--- src/rtl/mem_stage_pkg.sv ---
// Shared types and constants for the MEM pipeline stage.
package mem_stage_pkg;

  typedef enum logic [1:0] {
    IDLE = 2'd0,
    WAIT = 2'd1,
    DONE = 2'd2
  } memState_t;

  localparam int DEF_DATA_W = 32;
  localparam int DEF_REG_W  = 5;
  // Wide enough for any WAIT_LIMIT in 1..255
  localparam int CNT_W      = 8;

endpackage

--- src/rtl/mem_wb_reg.sv ---
// MEM/WB pipeline register; a bubble clears the control bits and holds the data.
module mem_wb_reg #(
  parameter int DATA_W = 32,
  parameter int REG_W  = 5
) (
  input  logic              clk,
  input  logic              rst,
  input  logic              bubble,
  input  logic              iRegWrite,
  input  logic              iMemToReg,
  input  logic [DATA_W-1:0] iReadData,
  input  logic [DATA_W-1:0] iAluRes,
  input  logic [REG_W-1:0]  iRegDestMux,
  output logic              oRegWrite,
  output logic              oMemToReg,
  output logic [DATA_W-1:0] oReadData,
  output logic [DATA_W-1:0] oAluRes,
  output logic [REG_W-1:0]  oRegDestMux
);

  always_ff @(posedge clk) begin
    if (rst) begin
      oRegWrite   <= 1'b0;
      oMemToReg   <= 1'b0;
      oReadData   <= '0;
      oAluRes     <= '0;
      oRegDestMux <= '0;
    end else if (bubble) begin
      oRegWrite   <= 1'b0;
      oMemToReg   <= 1'b0;
    end else begin
      oRegWrite   <= iRegWrite;
      oMemToReg   <= iMemToReg;
      oReadData   <= iReadData;
      oAluRes     <= iAluRes;
      oRegDestMux <= iRegDestMux;
    end
  end

endmodule

--- src/rtl/mem_access_stage.sv ---
// MEM stage: branch resolution, variable-latency data memory access with
// bounded wait and sticky error, and the MEM/WB register.
module mem_access_stage
  import mem_stage_pkg::*;
#(
  parameter int DATA_W     = DEF_DATA_W,
  parameter int REG_W      = DEF_REG_W,
  parameter int WAIT_LIMIT = 15
) (
  input  logic              clk,
  input  logic              rst,
  input  logic              iRegWrite,
  input  logic              iMemToReg,
  input  logic              iMemWrite,
  input  logic              iMemRead,
  input  logic              iMemBranch,
  input  logic              ijump,
  input  logic [DATA_W-1:0] iAdderSL2Result,
  input  logic              iZFlag,
  input  logic [DATA_W-1:0] iAluRes,
  input  logic [DATA_W-1:0] iData2,
  input  logic [REG_W-1:0]  iRegDestMux,
  output logic              oDmReq,
  output logic              oDmWe,
  output logic [DATA_W-1:0] oDmAddr,
  output logic [DATA_W-1:0] oDmWData,
  input  logic [DATA_W-1:0] iDmRData,
  input  logic              iDmAck,
  output logic              oStall,
  output logic              oPCSrc,
  output logic [DATA_W-1:0] oBranchTarget,
  output logic              oJump,
  output logic              oRegWrite,
  output logic              oMemToReg,
  output logic [DATA_W-1:0] oReadData,
  output logic [DATA_W-1:0] oAluRes,
  output logic [REG_W-1:0]  oRegDestMux,
  output logic              oMemErr
);

  localparam logic [CNT_W-1:0] LAST_CNT = CNT_W'(WAIT_LIMIT - 1);

  memState_t         state, stateNxt;
  logic [CNT_W-1:0]  waitCnt;
  logic [DATA_W-1:0] addrLat, wdataLat, rdataLat;
  logic              weLat;
  logic              startAcc, ackTake, timeout, illegalOp;
  logic              memOp, stall;

  assign memOp = iMemRead ^ iMemWrite;

  always_comb begin
    stateNxt  = state;
    stall     = 1'b0;
    startAcc  = 1'b0;
    ackTake   = 1'b0;
    timeout   = 1'b0;
    illegalOp = 1'b0;
    case (state)
      IDLE: begin
        if (memOp) begin
          stall    = 1'b1;
          startAcc = 1'b1;
          stateNxt = WAIT;
        end else if (iMemRead && iMemWrite) begin
          illegalOp = 1'b1;
        end
      end
      WAIT: begin
        stall = 1'b1;
        // An ack in the final wait cycle still beats the timeout
        if (iDmAck) begin
          ackTake  = 1'b1;
          stateNxt = DONE;
        end else if (waitCnt == LAST_CNT) begin
          timeout  = 1'b1;
          stateNxt = DONE;
        end
      end
      DONE:    stateNxt = IDLE;
      default: stateNxt = IDLE;
    endcase
  end

  // FSM state and access latches
  always_ff @(posedge clk) begin
    if (rst) begin
      state    <= IDLE;
      waitCnt  <= '0;
      addrLat  <= '0;
      wdataLat <= '0;
      weLat    <= 1'b0;
      rdataLat <= '0;
      oMemErr  <= 1'b0;
    end else begin
      state <= stateNxt;
      if (startAcc) begin
        addrLat  <= iAluRes;
        wdataLat <= iData2;
        weLat    <= iMemWrite;
        rdataLat <= '0;
        waitCnt  <= '0;
      end else if (state == WAIT) begin
        waitCnt <= waitCnt + CNT_W'(1);
      end
      if (ackTake && !weLat) rdataLat <= iDmRData;
      if (timeout || illegalOp) oMemErr <= 1'b1;
    end
  end

  assign oStall        = stall;
  assign oDmReq        = (state == WAIT);
  assign oDmWe         = (state == WAIT) && weLat;
  assign oDmAddr       = addrLat;
  assign oDmWData      = wdataLat;
  assign oPCSrc        = iMemBranch & iZFlag & ~stall;
  assign oBranchTarget = iAdderSL2Result;
  assign oJump         = ijump & ~stall;

  // MEM/WB boundary
  mem_wb_reg #(.DATA_W(DATA_W), .REG_W(REG_W)) uMemWb (
    .clk         (clk),
    .rst         (rst),
    .bubble      (stall),
    .iRegWrite   (iRegWrite & ~illegalOp),
    .iMemToReg   (iMemToReg),
    .iReadData   ((state == DONE) ? rdataLat : '0),
    .iAluRes     (iAluRes),
    .iRegDestMux (iRegDestMux),
    .oRegWrite   (oRegWrite),
    .oMemToReg   (oMemToReg),
    .oReadData   (oReadData),
    .oAluRes     (oAluRes),
    .oRegDestMux (oRegDestMux)
  );

endmodule
--- config.mk ---
export PLATFORM = sky130hd
export DESIGN_NAME = mem_access_stage
export DESIGN_NICKNAME = d
export VERILOG_FILES = /design/src/rtl/mem_stage_pkg.sv /design/src/rtl/mem_wb_reg.sv /design/src/rtl/mem_access_stage.sv
export SDC_FILE = /design/constraint.sdc
export NUM_CORES = 1
export LEC_CHECK = 0
export ABC_CLOCK_PERIOD_IN_PS = 1500
export BUFFER_PORTS_ARGS = -buffer_cell sky130_fd_sc_hd__buf_2
export CORE_MARGIN = 2
export CORE_UTILIZATION = 43
export CTS_BUF_LIST = sky130_fd_sc_hd__clkbuf_4
export CTS_CLUSTER_DIAMETER = 200
export CTS_CLUSTER_SIZE = 20
export DETAILED_ROUTE_END_ITERATION = 10
export PLACE_DENSITY = 0.85
export SKIP_LAST_GASP = 1
export SYNTH_ARGS = -nofsm -noshare
export SYNTH_HDL_FRONTEND = slang
export SYNTH_SLANG_ARGS = --single-unit
--- constraint.sdc ---
create_clock -name clk -period 1.5 [get_ports clk]
set_input_delay 0.225 -clock clk [delete_from_list [all_inputs] [get_ports clk]]
set_output_delay 0.225 -clock clk [all_outputs]
set_load 0.01 [all_outputs]
==> flow_summary.yaml, run 1 <==
synth:
  synth_cell_types: 37
  ys.flop_type: "dfxtp_1"
  syn_area_mm2: 0.006683
  async_flop_share_pct: 0
  synth-seq-cells: 179
  yosysTopAreaCell: "dfxtp_1"
  synth_area_leaders: "dfxtp_1 (54%), nand2_1 (14%), a21oi_1 (11%)"
  yosysMostFrequentCell: "nand2_1"
  ys_top_cells_by_count: "nand2_1 (241), dfxtp_1 (179), a21oi_1 (141)"
  syn_inst: 804
  avgSynthCellArea_um2: 8.312
  syn_nets: 950
  synth_top_area_share_pct: 53.62
  yosysWarnings: 0
  synth_edf_count: 0
  seq_area_frac_synth_pct: 53.62
global_route:
  grt_first_pass_wirelength_um: 32350
  first_global_vias: 6701
  grt_max_degree: 71
  grt.overflow.total: 0
  top_usage_layer: "met2"
  antenna_found_initial: 1
  use_met1_pct: 25.80
  grt_util_all_layers_pct: 24.51
  grtUsageMet2_pct: 43.48
  grt_util_met3_pct: 7.609
route:
  dr.pass1.iters: 5
  via_per_inst: 5.409
  drt-total-wl_um: 25300
  num_vias: 7405
  antenna_left: 0
  wl_per_cell_um: 18.48
  drt_iter0_drc: 495
  drc: 0
floorplan:
  fp.dieW_um: 128.7
  num_rows: 45
  die_area_mm2: 0.01655
  die_h_um: 128.7
  top_level_ports: 316
  initial_utilization_pct: 43.96
  core_area_mm2: 0.01520
pwr:
  switchingPower_mw: 3.387
  pwr-share-clk_pct: 25.2
  p_int_mw: 7.475
  p_sw_share_pct: 31.18
  sequentialPowerShare_pct: 47.9
  power_frac_comb_pct: 26.9
  p_leak_nw: 4.737
  powerDensity_mw_per_mm2: 1018
  vdd_drop_max_v: 0.0007924
critical_path:
  path_class: "register to primary output"
  cp.required_ns: 1.27
  end_kind: "primary output"
  reg2reg_slack_ns: -0.19
  critPathLaunch: "state[0]$_SDFFE_PP0P_"
  cp-start-kind: "register"
  rr_startpoint: "state[1]$_SDFFE_PP0P_"
  rr_worst_depth: 9
  worstPathArrival_ns: 1.56
  regToRegEndpoint: "oDmWData[16]$_SDFFE_PP0P_"
  crit_fanout: 3
cts:
  clk_path_buf_depth: 2
  numCtsBuffers: 17
  ctsRootBufferMaster: "clkbuf_4"
  clock_latency_ns: 0.56
  clkSinkCount: 179
  clk_pin_slew_worst_paths_ns: 0.15
  cts_max_level: 4
  cts_tree: "done"
layout:
  syn2layout_area_growth_pct: 59.73
  drive_above_1_share_pct: 41.12
  num-fill-cells: 1039
  design_area_mm2: 0.01067
  finalNetCount: 1310
  utilization_pct: 70.21
worst_hold_path:
  hp-start: "iMemRead"
  whs_endpoint: "oMemErr$_SDFFE_PP0P_"
  hold_class: "input port to register"
  holdPathStages: 4
timing:
  hold_viol: 0
  tightest_slew_ns: 0.5910
  report.final.slew_viol_count: 0
  setup_viol: 114
  finalClockSkew_ns: 0.02414
  max_freq_mhz: 558.8
  setup_ws_ns: -0.2897
  rsz0062_at_grt: "yes"
  relSlewSlack_pct: 60.60
  min_period_ns: 1.790
  fin_crit_sh_pct: 119.3
placed_design:
  place_congestion: 0.8433
  dp_hpwl_um: 12070
  dpl_cell_area_mm2: 0.007998
  pre_cts_ws_ns: -0.1957
  io_buffer_count: 251
flow_run:
  drv_cap: 0
status:
  status: "complete, but fails checks"
  violations: "negative setup slack"
==> power by group through the flow <==
stage	combinational, mW	sequential (mW)	clock [mW]
after floorplan	0.950	5.39	0
after global placement	1.69	5.27	0
after detailed placement	1.71	5.28	0
after CTS	2.06	5.18	2.75
after global routing	3.09	5.23	2.98
final	2.92	5.20	2.74
==> registers in the layout, summed over array words and instances, names as in the netlist, 2 cells and up <==
name and flops:
uMemWb.oRegDestMux 5, oDmWData 32, oDmAddr 32, state 2
waitCnt 8, rdataLat 32, uMemWb.oReadData 32, uMemWb.oAluRes 32
==> what timing repair did <==
item / 4_1_cts / 5_1_grt
hold endpoints to repair: 138 / 0
buffers inserted: 11 / 10
gates cloned: 2 / 20
gates resized for setup: 18 / 178
hold buffers: 106 / 0
pin swaps: 4 / 49
endpoints found under the setup margin: 6 / 81
==> worst max path at each step <==
stage,end,slack [ns],depth (start not counted)
floorplan,rdataLat[10]$_SDFFE_PP0P_,0.05,6
global placement,uMemWb.oAluRes[11]$_SDFFE_PP0N_,-0.15,8
detailed placement,uMemWb.oAluRes[11]$_SDFFE_PP0N_,-0.20,8
CTS,oPCSrc,-0.27,4
global route,oPCSrc,-0.37,4
finish,oPCSrc,-0.29,4
==> cell usage in the layout (no fill, tap or decap), types with 3 or more instances in the layout <==
cell           synthesis  routed
a21oi_2                1      55
nor2_1                35      35
nand2_1              241     197
buf_6                 10      22
ha_1                   3       3
dlygate4sd3_1          0     106
nand2_2                0      14
diode_2                0       4
inv_1                  5       4
buf_4                 38      28
clkinv_4               0       4
nand2_4                0      30
nor4_1                 3       3
buf_12                 0      15
nand3_4                0       8
clkbuf_16              0      11
buf_2                 25     246
and3_1                 3       3
clkbuf_4               0      19
a22oi_1               32      30
dfxtp_1              179     177
clkinv_1               0       3
or3b_4                 1       3
nand3_2                0       3
nand3_1               38      27
a21oi_1              141      87
buf_8                  0       5
or3_1                  4       4
==> through the flow <==
stage | std cells | power (mW) | hold slack [ns] | setup TNS, ns
after floorplan | 804 | 6.337 | 0.3584 | 0
after global placement | 1186 | 6.956 | 0.4341 | -17.82
after detailed placement | 1186 | 6.994 | 0.4428 | -21.61
after CTS | 1336 | 9.989 | 0.1415 | -1.007
after global routing | 1366 | 11.30 | 0.1818 | -17.51
final | 1369 | 10.86 | 0.2184 | -12.26
==> logic make-up (layout without fill, tap and decap cells) <==
family | Yosys count | after routing | share of synthesized area (%)
flip-flops | 179 | 179 | 53.62
multiplexers | 2 | 2 | 0.2996
other | 0 | 4 | 0
XOR/XNOR | 1 | 1 | 0.1311
adder cells (fa/ha/maj) | 3 | 3 | 0.5618
buffers and inverters | 101 | 472 | 9.399
AO/OA/AOI/OAI | 181 | 181 | 15.13
AND/OR/NAND/NOR | 337 | 339 | 20.86
==> area by class of cell <==
class / instances / area (µm²) / area share, %
inverter: 6 / 22.52 / 0.2110
clock buffer: 19 / 142.6 / 1.336
timing repair buffer: 434 / 3428 / 32.12
antenna: 4 / 10.01 / 0.09378
tap: 188 / 235.2 / 2.204
sequential: 179 / 3591 / 33.64
clock inverter: 13 / 133.9 / 1.254
multi-input combinational: 526 / 3110 / 29.14
==> critical path, stage by stage (launching register included) <==
cell and delay [ns]:
dfxtp_4 0.40, o21bai_4 0.17, buf_6 0.13, and3_1 0.16, buf_2 0.15
==> metal layers <==
metal	vias up	wire, µm	part of all wire (%)
met5	-	0	0
met4	0	1379	5.5
met2	438	13200	52
met3	117	1814	7.2
li1	3369	-	-
met1	3481	8903	35
Power figures use the tool's default switching activity.
==> inputs of run 2 (changes only) <==
--- a/config.mk
+++ b/config.mk
@@ -7,7 +7,6 @@
 export LEC_CHECK = 0
 export ABC_CLOCK_PERIOD_IN_PS = 1500
 export BUFFER_PORTS_ARGS = -buffer_cell sky130_fd_sc_hd__buf_2
-export CORE_MARGIN = 2
 export CORE_UTILIZATION = 43
 export CTS_BUF_LIST = sky130_fd_sc_hd__clkbuf_4
 export CTS_CLUSTER_DIAMETER = 200
==> flow_summary.yaml, run 2 (synthesized netlist as in run 1, its figures left out) <==
placed_design:
  dp_hpwl_um: 11820
  io_buffer_count: 251
  place_congestion: 0.8405
  pre_cts_ws_ns: -0.2294
  place_inst: 1180
pwr:
  sequentialPowerShare_pct: 52.4
  p_leak_nw: 4.324
  power_mw: 9.929
  vdd_drop_max_v: 0.0006571
  power_frac_comb_pct: 22.6
  p_sw_share_pct: 30.54
  powerDensity_mw_per_mm2: 1017
  pwr-share-clk_pct: 25.0
  p_int_mw: 6.896
  switchingPower_mw: 3.032
global_route:
  grt.overflow.total: 0
  grt_max_degree: 58
  grt_first_pass_wirelength_um: 31870
  first_global_vias: 6536
  grt_util_all_layers_pct: 24.90
  antenna_found_initial: 1
timing:
  hold_viol: 0
  tightest_slew_ns: 0.5648
  finalClockSkew_ns: 0.01898
  min_period_ns: 1.797
  report.final.slew_viol_count: 0
  fin_crit_sh_pct: 119.8
  max_freq_mhz: 556.4
  rsz0062_at_grt: "yes"
  setup_ws_ns: -0.2972
  setup_viol: 114
  relSlewSlack_pct: 62.00
critical_path:
  cp-start-kind: "register"
  worstPathArrival_ns: 1.57
  end_kind: "primary output"
  cp.required_ns: 1.27
  path_class: "register to primary output"
  crit_fanout: 4
worst_hold_path:
  hold_class: "input port to register"
floorplan:
  die_area_mm2: 0.01604
  core_area_mm2: 0.01520
  fp.dieW_um: 126.7
  initial_utilization_pct: 43.96
  top_level_ports: 316
  die_h_um: 126.7
  num_rows: 45
route:
  dr.pass1.iters: 8
  num_vias: 6967
  antenna_left: 0
  drt-total-wl_um: 21460
  drc: 0
  drt_iter0_drc: 427
  via_per_inst: 5.227
  wl_per_cell_um: 16.10
layout:
  final_common_cell: "buf_2"
  multiInputGateArea_mm2: 0.002734
  syn2layout_area_growth_pct: 46.15
  final_cells: 1333
  finalNetCount: 1277
  layout_common_cells: "buf_2 (248), nand2_1 (230), dfxtp_1 (177), a21oi_1 (132), dlygate4sd3_1 (106)"
  seqCellArea_mm2: 0.003591
  num-fill-cells: 1176
  drive_above_1_share_pct: 33.48
cts:
  cts_max_level: 4
  clk_pin_slew_worst_paths_ns: 0.14
  cts_tree: "done"
  numCtsBuffers: 17
  clkSinkCount: 179
  clk_path_buf_depth: 2
  clock_latency_ns: 0.56
  ctsRootBufferMaster: "clkbuf_4"
status:
  violations: "negative setup slack"
  status: "complete, but fails checks"
flow_run:
  drv_cap: 0
==> run 2: cell types whose count changed in the layout (fill, tap and decap cells not counted), moves of 5 or more <==
cell	before	now
a21oi_1	87	132
a21oi_2	55	10
a22oi_1	30	8
a22oi_2	2	24
buf_6	22	7
buf_8	5	0
clkbuf_16	11	4
nand2_1	197	230
nand2_2	14	1
nand2_4	30	10
nand3_1	27	38
nand3_4	8	0
==> run 2: repair_timing <==
| item | CTS | global route |
|---|---|---|
| gates cloned | 0 | 5 |
| pin swaps | 2 | 9 |
| setup endpoints to repair | 5 | 157 |
| hold buffers | 106 | 0 |
| hold endpoints to repair | 138 | 0 |
| gates resized for setup | 13 | 58 |
| setup buffers | 10 | 0 |
==> run 2: worst max-delay path, cell delays in order, from the launching register on <==
cell and delay [ns]:
dfxtp_4 0.38, buf_12 0.12, o21bai_4 0.14, buf_12 0.13, and3_4 0.17, buf_6 0.09
==> run 2: final timing paths <==
| path | startpoint | to | slack, ns | cells past startpoint |
|---|---|---|---|---|
| min | iMemRead | oMemErr$_SDFFE_PP0P_ | 0.17 | 4 |
| min reg2reg | oDmWData[26]$_SDFFE_PP0P_ | oDmWData[26]$_SDFFE_PP0P_ | 0.46 | 2 |
| max reg2reg | state[0]$_SDFFE_PP0P_ | rdataLat[18]$_SDFFE_PP0P_ | -0.26 | 7 |
| max | state[0]$_SDFFE_PP0P_ | oPCSrc | -0.30 | 5 |
==> run 2: layout make-up <==
class                   count  area share [%]
diodes                      1         0.02562
clock buffers              18           1.384
clock inverters            14           1.153
inverters                   6          0.2818
multi-input cells         524           27.99
flip-flops and latches    179           36.77
well taps                 188           2.408
repair buffers            403           29.99
==> run 2: power by group through the flow <==
stage               sequential (mW)  clock (mW)  combinational [mW]
CTS                            5.17        2.56                2.00
floorplan                      5.39           0               0.950
global route                   5.23        2.76                2.41
finish                         5.20        2.48                2.24
detailed placement             5.28           0                1.72
global placement               5.27           0                1.69
==> run 2: metrics by stage <==
| stage | TNS (ns) | utilization [%] | hold WS [ns] | instance area [µm²] |
|---|---|---|---|---|
| 4_1_cts | -15.82 | 61.89 | 0.1353 | 9409 |
| 6_report | -24.90 | 64.25 | 0.1742 | 9767 |
| 5_1_grt | -30.61 | 64.25 | 0.1322 | 9767 |
| 3_3_place_gp | -19.03 | 52.56 | 0.4346 | 7990 |
| 2_1_floorplan | 0 | - | 0.3584 | 6683 |
| 3_5_place_dp | -23.93 | 52.56 | 0.4413 | 7990 |
==> run 2: per-layer routing <==
layer | vias to the layer above | track usage, % | routed length (µm)
met4 | 0 | 14.01 | 986
met3 | 94 | 6.706 | 1580
met2 | 373 | 43.06 | 10810
li1 | 3277 | - | -
met1 | 3223 | 27.82 | 8077
met5 | - | 0 | 0
